===== src/rtl/accum_div.sv =====
// accum_div: sequential restoring divider, the inverse companion of the
// accum5 add/subtract accumulator. Each accepted request takes one
// shift-subtract step per clock and produces a quotient and a remainder.
//
// Optional build macro: ACCDIV_SIGNED_EN
//   Undefined (default): unsigned operands only, no sgn port, of tied to 0.
//   Defined: adds input sgn. With sgn=1 the operands are two's complement.
//   The core divides magnitudes, and the sign fix-up is folded into the
//   load of the results, so latency does not change.
//
// Ports
//   Clk          in   rising-edge clock
//   Reset        in   synchronous, active-high reset
//   start        in   request pulse, accepted only in IDLE or DONE
//   dividend     in   N-bit numerator, captured on an accepted start
//   divisor      in   N-bit denominator, captured on an accepted start
//   sgn          in   signed-mode select (ACCDIV_SIGNED_EN builds only)
//   quot         out  quotient; updated on entry to DONE, then held
//   rem          out  remainder; updated on entry to DONE, then held
//   busy         out  high in RUN and ZERO
//   done         out  one-cycle completion pulse (DONE state)
//   dbz          out  divide-by-zero flag, cleared on an accepted start
//   of           out  signed overflow flag (-2^(N-1) / -1)
//   dbg_state_o  out  current FSM state, for checkers
//
// Handshake: start is honoured only when busy=0 (IDLE or DONE). A start
// seen in DONE is accepted back-to-back. A start seen while busy=1 is
// ignored. Results are valid while done=1 and are held until the next
// completion.
module accum_div #(
  parameter int N  = 4,
  parameter int CW = 3
) (
  input  logic         Clk,
  input  logic         Reset,
  input  logic         start,
  input  logic [N-1:0] dividend,
  input  logic [N-1:0] divisor,
`ifdef ACCDIV_SIGNED_EN
  input  logic         sgn,
`endif
  output logic [N-1:0] quot,
  output logic [N-1:0] rem,
  output logic         busy,
  output logic         done,
  output logic         dbz,
  output logic         of,
  output logic [1:0]   dbg_state_o
);

  localparam logic [1:0] ST_IDLE = 2'd0;
  localparam logic [1:0] ST_RUN  = 2'd1;
  localparam logic [1:0] ST_ZERO = 2'd2;
  localparam logic [1:0] ST_DONE = 2'd3;

  localparam logic [CW-1:0] CNT_INIT = CW'(N - 1);
  localparam logic [N-1:0]  MIN_NEG  = {1'b1, {(N-1){1'b0}}};

  logic [1:0]    state_q, state_d;
  logic [CW-1:0] cnt_q,   cnt_d;
  logic [N-1:0]  dvd_q,   dvd_d;   // dividend magnitude, shifted out MSB first
  logic [N-1:0]  dvs_q,   dvs_d;   // divisor magnitude
  logic [N-1:0]  p_q,     p_d;     // partial remainder
  logic [N-1:0]  qacc_q,  qacc_d;  // quotient bits collected so far
  logic          negq_q,  negq_d;  // negate the quotient at the end
  logic          negr_q,  negr_d;  // negate the remainder at the end
  logic [N-1:0]  quot_q,  quot_d;
  logic [N-1:0]  rem_q,   rem_d;
  logic          dbz_q,   dbz_d;

  logic sgn_w;
`ifdef ACCDIV_SIGNED_EN
  assign sgn_w = sgn;
`else
  assign sgn_w = 1'b0;
`endif

  // Operand magnitudes. Unary minus keeps the N-bit width, so -(-2^(N-1))
  // comes out as the unsigned value 2^(N-1). That is the magnitude we want.
  logic         a_neg, b_neg, div_zero, accept;
  logic [N-1:0] a_mag, b_mag;
  assign a_neg    = sgn_w & dividend[N-1];
  assign b_neg    = sgn_w & divisor[N-1];
  assign a_mag    = a_neg ? -dividend : dividend;
  assign b_mag    = b_neg ? -divisor  : divisor;
  assign div_zero = (divisor == '0);
  assign accept   = start & ((state_q == ST_IDLE) | (state_q == ST_DONE));

  // One restoring step. The shifted remainder needs N+1 bits. The borrow
  // (MSB) of the N+1-bit difference is set exactly when p_sh < divisor,
  // because p_sh < 2*divisor always holds here.
  logic [N:0]   p_sh, diff;
  logic         q_bit;
  logic [N-1:0] p_new, q_new, q_fix, r_fix;
  assign p_sh  = {p_q, dvd_q[N-1]};
  assign diff  = p_sh - {1'b0, dvs_q};
  assign q_bit = ~diff[N];
  assign p_new = q_bit ? diff[N-1:0] : p_sh[N-1:0];
  assign q_new = {qacc_q[N-2:0], q_bit};
  assign q_fix = negq_q ? -q_new : q_new;
  assign r_fix = negr_q ? -p_new : p_new;

`ifdef ACCDIV_SIGNED_EN
  logic ofp_q, ofp_d;  // overflow case detected at accept, shown at DONE
  logic of_q,  of_d;
`endif

  always_comb begin
    state_d = state_q;
    cnt_d   = cnt_q;
    dvd_d   = dvd_q;
    dvs_d   = dvs_q;
    p_d     = p_q;
    qacc_d  = qacc_q;
    negq_d  = negq_q;
    negr_d  = negr_q;
    quot_d  = quot_q;
    rem_d   = rem_q;
    dbz_d   = dbz_q;
`ifdef ACCDIV_SIGNED_EN
    ofp_d   = ofp_q;
    of_d    = of_q;
`endif
    case (state_q)
      ST_IDLE, ST_DONE: begin
        if (accept) begin
          dvs_d  = b_mag;
          p_d    = '0;
          qacc_d = '0;
          cnt_d  = CNT_INIT;
          negq_d = a_neg ^ b_neg;
          negr_d = a_neg;
          dbz_d  = 1'b0;
`ifdef ACCDIV_SIGNED_EN
          ofp_d  = sgn_w & (dividend == MIN_NEG) & (divisor == {N{1'b1}});
          of_d   = 1'b0;
`endif
          if (div_zero) begin
            // ZERO reports the raw dividend as the remainder.
            dvd_d   = dividend;
            state_d = ST_ZERO;
          end else begin
            dvd_d   = a_mag;
            state_d = ST_RUN;
          end
        end else begin
          state_d = ST_IDLE;
        end
      end
      ST_RUN: begin
        p_d    = p_new;
        qacc_d = q_new;
        dvd_d  = {dvd_q[N-2:0], 1'b0};
        cnt_d  = cnt_q - CW'(1);
        if (cnt_q == '0) begin
          quot_d  = q_fix;
          rem_d   = r_fix;
`ifdef ACCDIV_SIGNED_EN
          of_d    = ofp_q;
`endif
          state_d = ST_DONE;
        end
      end
      ST_ZERO: begin
        quot_d  = '1;
        rem_d   = dvd_q;
        dbz_d   = 1'b1;
        state_d = ST_DONE;
      end
      default: state_d = ST_IDLE;
    endcase
  end

  always_ff @(posedge Clk) begin
    if (Reset) begin
      state_q <= ST_IDLE;
      cnt_q   <= '0;
      dvd_q   <= '0;
      dvs_q   <= '0;
      p_q     <= '0;
      qacc_q  <= '0;
      negq_q  <= 1'b0;
      negr_q  <= 1'b0;
      quot_q  <= '0;
      rem_q   <= '0;
      dbz_q   <= 1'b0;
`ifdef ACCDIV_SIGNED_EN
      ofp_q   <= 1'b0;
      of_q    <= 1'b0;
`endif
    end else begin
      state_q <= state_d;
      cnt_q   <= cnt_d;
      dvd_q   <= dvd_d;
      dvs_q   <= dvs_d;
      p_q     <= p_d;
      qacc_q  <= qacc_d;
      negq_q  <= negq_d;
      negr_q  <= negr_d;
      quot_q  <= quot_d;
      rem_q   <= rem_d;
      dbz_q   <= dbz_d;
`ifdef ACCDIV_SIGNED_EN
      ofp_q   <= ofp_d;
      of_q    <= of_d;
`endif
    end
  end

  assign quot        = quot_q;
  assign rem         = rem_q;
  assign dbz         = dbz_q;
  assign busy        = (state_q == ST_RUN) | (state_q == ST_ZERO);
  assign done        = (state_q == ST_DONE);
  assign dbg_state_o = state_q;
`ifdef ACCDIV_SIGNED_EN
  assign of          = of_q;
`else
  assign of          = 1'b0;
`endif

endmodule

===== config.mk =====
export PLATFORM = sky130hd
export DESIGN_NAME = accum_div
export DESIGN_NICKNAME = d
export VERILOG_FILES = /design/src/rtl/accum_div.sv
export SDC_FILE = /design/constraint.sdc
export NUM_CORES = 1
export LEC_CHECK = 0
export CORE_ASPECT_RATIO = 1.75
export CORE_UTILIZATION = 25
export CTS_CLUSTER_SIZE = 30
export DETAILED_ROUTE_END_ITERATION = 10
export GPL_TIMING_DRIVEN = 0
export PLACE_DENSITY = 0.53
export SETUP_SLACK_MARGIN = 0.3
export SLEW_MARGIN = 20
export SYNTH_ARGS = -nofsm -noshare
export SYNTH_HDL_FRONTEND = slang
export SYNTH_SLANG_ARGS = --single-unit

===== constraint.sdc =====
create_clock -name Clk -period 2.9 [get_ports Clk]
set_input_delay 0.58 -clock Clk [delete_from_list [all_inputs] [get_ports Clk]]
set_output_delay 0.58 -clock Clk [all_outputs]
set_load 0.01 [all_outputs]

==> impl_metrics.toml <==
[pwr]
power_density_mw_per_mm2 = 1130
p_total_mw = 2.15
ir_drop_uv = 337
p_leak_nw = 0.717

[critical_path]
arrival_ns = 1.86
crit_path_end_kind = "primary output"
criticalPathCategory = "flip-flop to primary output"
cp_max_fo = 10
slowest_stage = "clkdlybuf4s50_1"
cp_cell_sequence = "inv_1 > ha_1 > buf_2 > inv_1 > clkdlybuf4s50_1"
worstPathRequired_ns = 2.32
cp-start-kind = "flip-flop"
cp_common_cell = "inv_1"
slowest_delay_ns = 0.54

[drt]
via_per_inst = 4.56
vias = 1246
wl_per_cell_um = 13.2
antenna_left = 0
dr.pass1.iters = 4
drtIter0Drc = 19
routed_wl_mm = 3.60
drc = 0

[floorplanning]
rows = 36
io_pins = 25
fp.dieH_um = 104
coreArea_mm2 = 0.00563
initial_core_util_pct = 26.3
die_w_um = 60.2
dieArea_mm2 = 0.00624

[clock_tree]
cts.path.max_buffers = 2
cts_tree = "done"
root_buffer = "clkbuf_8"
cts_inserted_buffers = 5
clk_latency_ns = 0.29
ctsResizeCount = 0
cts_sinks = 29
htree_num_levels = 2
clk_pin_slew_ns = 0.07

[sta]
rsz0062_at_grt = "false"
fin_crit_sh_pct = 84.0
setup_viol_count_final = 0
finClkSkew_ns = 0.00799
tns_ns = 0
slew_headroom_pct = 52.9
fmax_mhz = 410
fin_crit_ns = 2.44
drv_slew = 0
finalHoldViolations = 0
setup_slack_ns = 0.464
worstMarginPinSlew_ns = 0.702
worst_hold_slack_ns = 0.464

[global_route]
overflow = 0
grt_antenna_before_repair = 0
grt_max_degree = 11
grtUsageTotal_pct = 13.4
grt_pass1_wl_mm = 6.11
grt_pass1_vias = 1229

[synth]
syn_nets = 185
ys_types = 42
synth_seq_area_share_pct = 39.2
syn_area_per_cell_um2 = 9.03
yosysWarnings = 0
synth-edff-count = 0
synth_area_leaders = "dfxtp_1 (39%), ha_1 (7.6%), nor2_1 (5.3%)"
syn_area_mm2 = 0.00148
synth-seq-cells = 29
synthArstFlopShare_pct = 0
synth_top_flop_cell = "dfxtp_1"
synth_top_cell_by_area = "dfxtp_1"
synth_top_area_share_pct = 39.2
synthCells = 164

[finish]
final_cell_mix = "dfxtp_1 (29), clkdlybuf4s50_1 (23), nor2_1 (21)"
drive_gt1_share_pct = 12.7
area_growth_pct = 28.8
nets = 217
final_common_cell = "dfxtp_1"
n_antenna_cell = 0
final_util_pct = 33.9

[place]
gp_congestion = 0.751
dp_hpwl_mm = 2.77
port_buffers = 23
dp_slack_ns = 0.363

[hold_path]
min_path_type = "flip-flop to flip-flop"

[run_status]
status = "finished, final reports clean"

[job]
maxCapViolCount = 0
## cells in the mapped netlist (2+ instances only)
cell type	number
dfxtp_1	29
nor2_1	21
inv_1	11
nand2_1	11
a211oi_1	9
ha_1	9
a21oi_1	7
o22ai_1	7
a22oi_1	5
buf_2	5
nor3_1	5
mux2i_1	4
nand3_1	4
mux2_2	3
nand2b_1	3
a211oi_2	2
a221oi_1	2
nor4_1	2
o32ai_1	2
## cell type report
cell class | count | area [um2]
Clock inverter | 3 | 17.5
Multi-Input combinational cell | 115 | 810
Clock buffer | 5 | 68.8
Sequential cell | 29 | 581
Fill cell | 620 | 3720
Timing Repair Buffer | 25 | 245
Tap cell | 76 | 95.1
Buffer | 9 | 48.8
Inverter | 11 | 41.3
## logic make-up after synthesis
| logic type | count (synthesis) | share of synthesized area (%) |
|---|---|---|
| AO/OA/AOI/OAI | 40 | 19.8 |
| adder cells (fa/ha/maj) | 10 | 8.96 |
| flip-flops | 29 | 39.2 |
| other | 1 | 0.253 |
| AND/OR/NAND/NOR | 54 | 17.7 |
| buffers and inverters | 20 | 6.09 |
| XOR/XNOR | 3 | 3.04 |
| multiplexers | 7 | 4.99 |
## layer usage
metal	vias to the layer above	part of all wire [%]	GRT usage (%)	wire [um]
li1	642	-	-	-
met4	0	2.2	5.98	79
met2	27	55	22.8	1970
met5	-	0	0	0
met1	572	39	14.8	1420
met3	5	3.6	3.75	130
## power by group
group	switching [mW]	leakage, nW	total, mW	internal, mW
Combinational	0.635	0.435	1.18	0.548
Clock	0.166	0.0439	0.331	0.165
Sequential	0.0991	0.238	0.635	0.536
Total	0.900	0.717	2.15	1.25
## critical path: cells and delay by family, from the launching register on
family	cells	cell delay (ns)
DFF	1	0.41
buffers and inverters	4	0.88
adders and majority gates	1	0.28
## per-stage QoR
stage	std cells	area (um2)
floorplan	164	1480
global placement	263	1810
detailed placement	263	1810
CTS	271	1890
global route	273	1910
finish	273	1910
## worst paths after layout
| check | slack [ns] | cells after the start | endpoint | startpoint |
|---|---|---|---|---|
| min | 0.46 | 2 | dvs_q[3] | dvs_q[3] |
| max | 0.46 | 5 | busy | dbg_state_o[0] |
| max reg2reg | 0.47 | 8 | rem[0] | dvd_q[3] |
| min reg2reg | 0.46 | 2 | dvs_q[3] | dvs_q[3] |
## state kept, by name (all words and copies together), names as in the netlist
| name | flops |
|---|---|
| dbz | 1 |
| p_q | 4 |
| dvs_q | 4 |
| quot | 4 |
| dbg_state_o | 2 |
| cnt_q | 3 |
| qacc_q | 3 |
| dvd_q | 4 |
| rem | 4 |
## timing repair
action	in CTS	in global routing
setup endpoints to repair	0	2
hold endpoints to repair	0	0
hold buffers	0	0
setup buffers	0	2
No activity file was read; power rests on OpenSTA's default activity.
==> RTL edit: new RTL, same flow settings <==
The option `ACCDIV_SIGNED_EN` is turned on by a define.
--- a/src/rtl/accum_div.sv
+++ b/src/rtl/accum_div.sv
@@ -27,6 +27,8 @@
 // seen in DONE is accepted back-to-back. A start seen while busy=1 is
 // ignored. Results are valid while done=1 and are held until the next
 // completion.
+`define ACCDIV_SIGNED_EN
+
 module accum_div #(
   parameter int N  = 4,
   parameter int CW = 3
Ports: changed (added sgn); port bits go from 25 to 26. The function was not compared with the original's and may differ.
==> RTL edit against the unedited design <==
- register-to-register slack worse by 0.09 ns
- critical path type is now reg2reg
- total power up 48%
- final area up 31%
- area after synthesis up 28%
- first-iteration DRC count rose to 3.9 times the old value
- maximum frequency down 3.3%
- setup slack worse by 0.084 ns
- critical endpoint is now rem[2]
- largest cell class unchanged
- via count up 43%
- routed wire length up 44%
- sequential cell count up 4
- non-clock buffer count up 6
==> RTL edit: results <==
[outcome]
status = finished clean

[global_routing]
gr-usage-met1_pct = 14.7
met3_usage_pct = 2.82
track_usage_pct = 14.2
use_met2_pct = 25.3
grt_pass1_vias = 1667
grt_pass1_wl_um = 8250

[synth]
synthXorXnorAreaFrac_pct = 4.54
seq_area_frac_synth_pct = 34.8
synthesis.nets = 264
synth_cell_types = 45
netlist_top_cells_count = nor2_1, dfxtp_1, nand2_1, a21oi_1, inv_1
muxShareOfSynthArea_pct = 3.23
syn_avg_cell_area_um2 = 7.99
synth_adder_area_share_pct = 9.61
synth-compound-area-share_pct = 19.6

[power_and_ir_drop]
combPwrFrac_pct = 61.5
p_sw_mw = 1.35
worst_ir_drop_vdd_mv = 0.363

[cts]
cts_root_buf = clkbuf_16

[worst_setup_path]
max_stage_delay_ns = 0.36
cp_max_fo = 4
reg2reg_slack_ns = 0.38
r2r_end = rem[2]
cp.arrival_ns = 2.66
crit_family = adder cells

[placement]
gp_congestion = 0.837
post-place-ws_ns = -0.0223
placedInstanceArea_um2 = 2250
dp_hpwl_um = 3880
dp_cells = 348

[route]
vias = 1787
first_iter_violations = 74
met2WireLength_um = 2940
viasPerCell = 4.95
met1_length_um = 2010
met3_length_um = 156
post_drt_wl_per_cell_um = 14.4

[timing]
slew_headroom_pct = 57.4
whs_ns = 0.456
skew_ns = 0.00368

[cells_and_area]
nets = 300
## RTL edit: repair_timing
item,CTS,global route
pin swaps,4,5
endpoints found under the setup margin,3,9
gates resized for setup,8,9
cloned,0,0
buffers inserted,3,2
## RTL edit: how the worst max path moves through the flow
stage	startpoint	slack (ns)	to	depth (start not counted)
2_1_floorplan	dvd_q[3]	0.41	quot[1]	10
3_5_place_dp	dvd_q[3]	-0.02	quot[1]	10
4_1_cts	dvd_q[3]	0.32	rem[2]	11
3_3_place_gp	dvd_q[3]	0.03	quot[1]	10
5_1_grt	dvd_q[3]	0.28	rem[2]	11
6_report	dvd_q[3]	0.38	rem[2]	11
## RTL edit: area by class of cell
| type | instances | area, µm² |
|---|---|---|
| inverters | 18 | 67.6 |
| multi-input cells | 176 | 1180 |
| repair buffers | 29 | 278 |
| clock buffers | 6 | 129 |
| plain buffers | 11 | 58.8 |
| well taps | 86 | 108 |
| flip-flops and latches | 33 | 663 |
| fillers | 796 | 4790 |
| clock inverters | 2 | 10.0 |
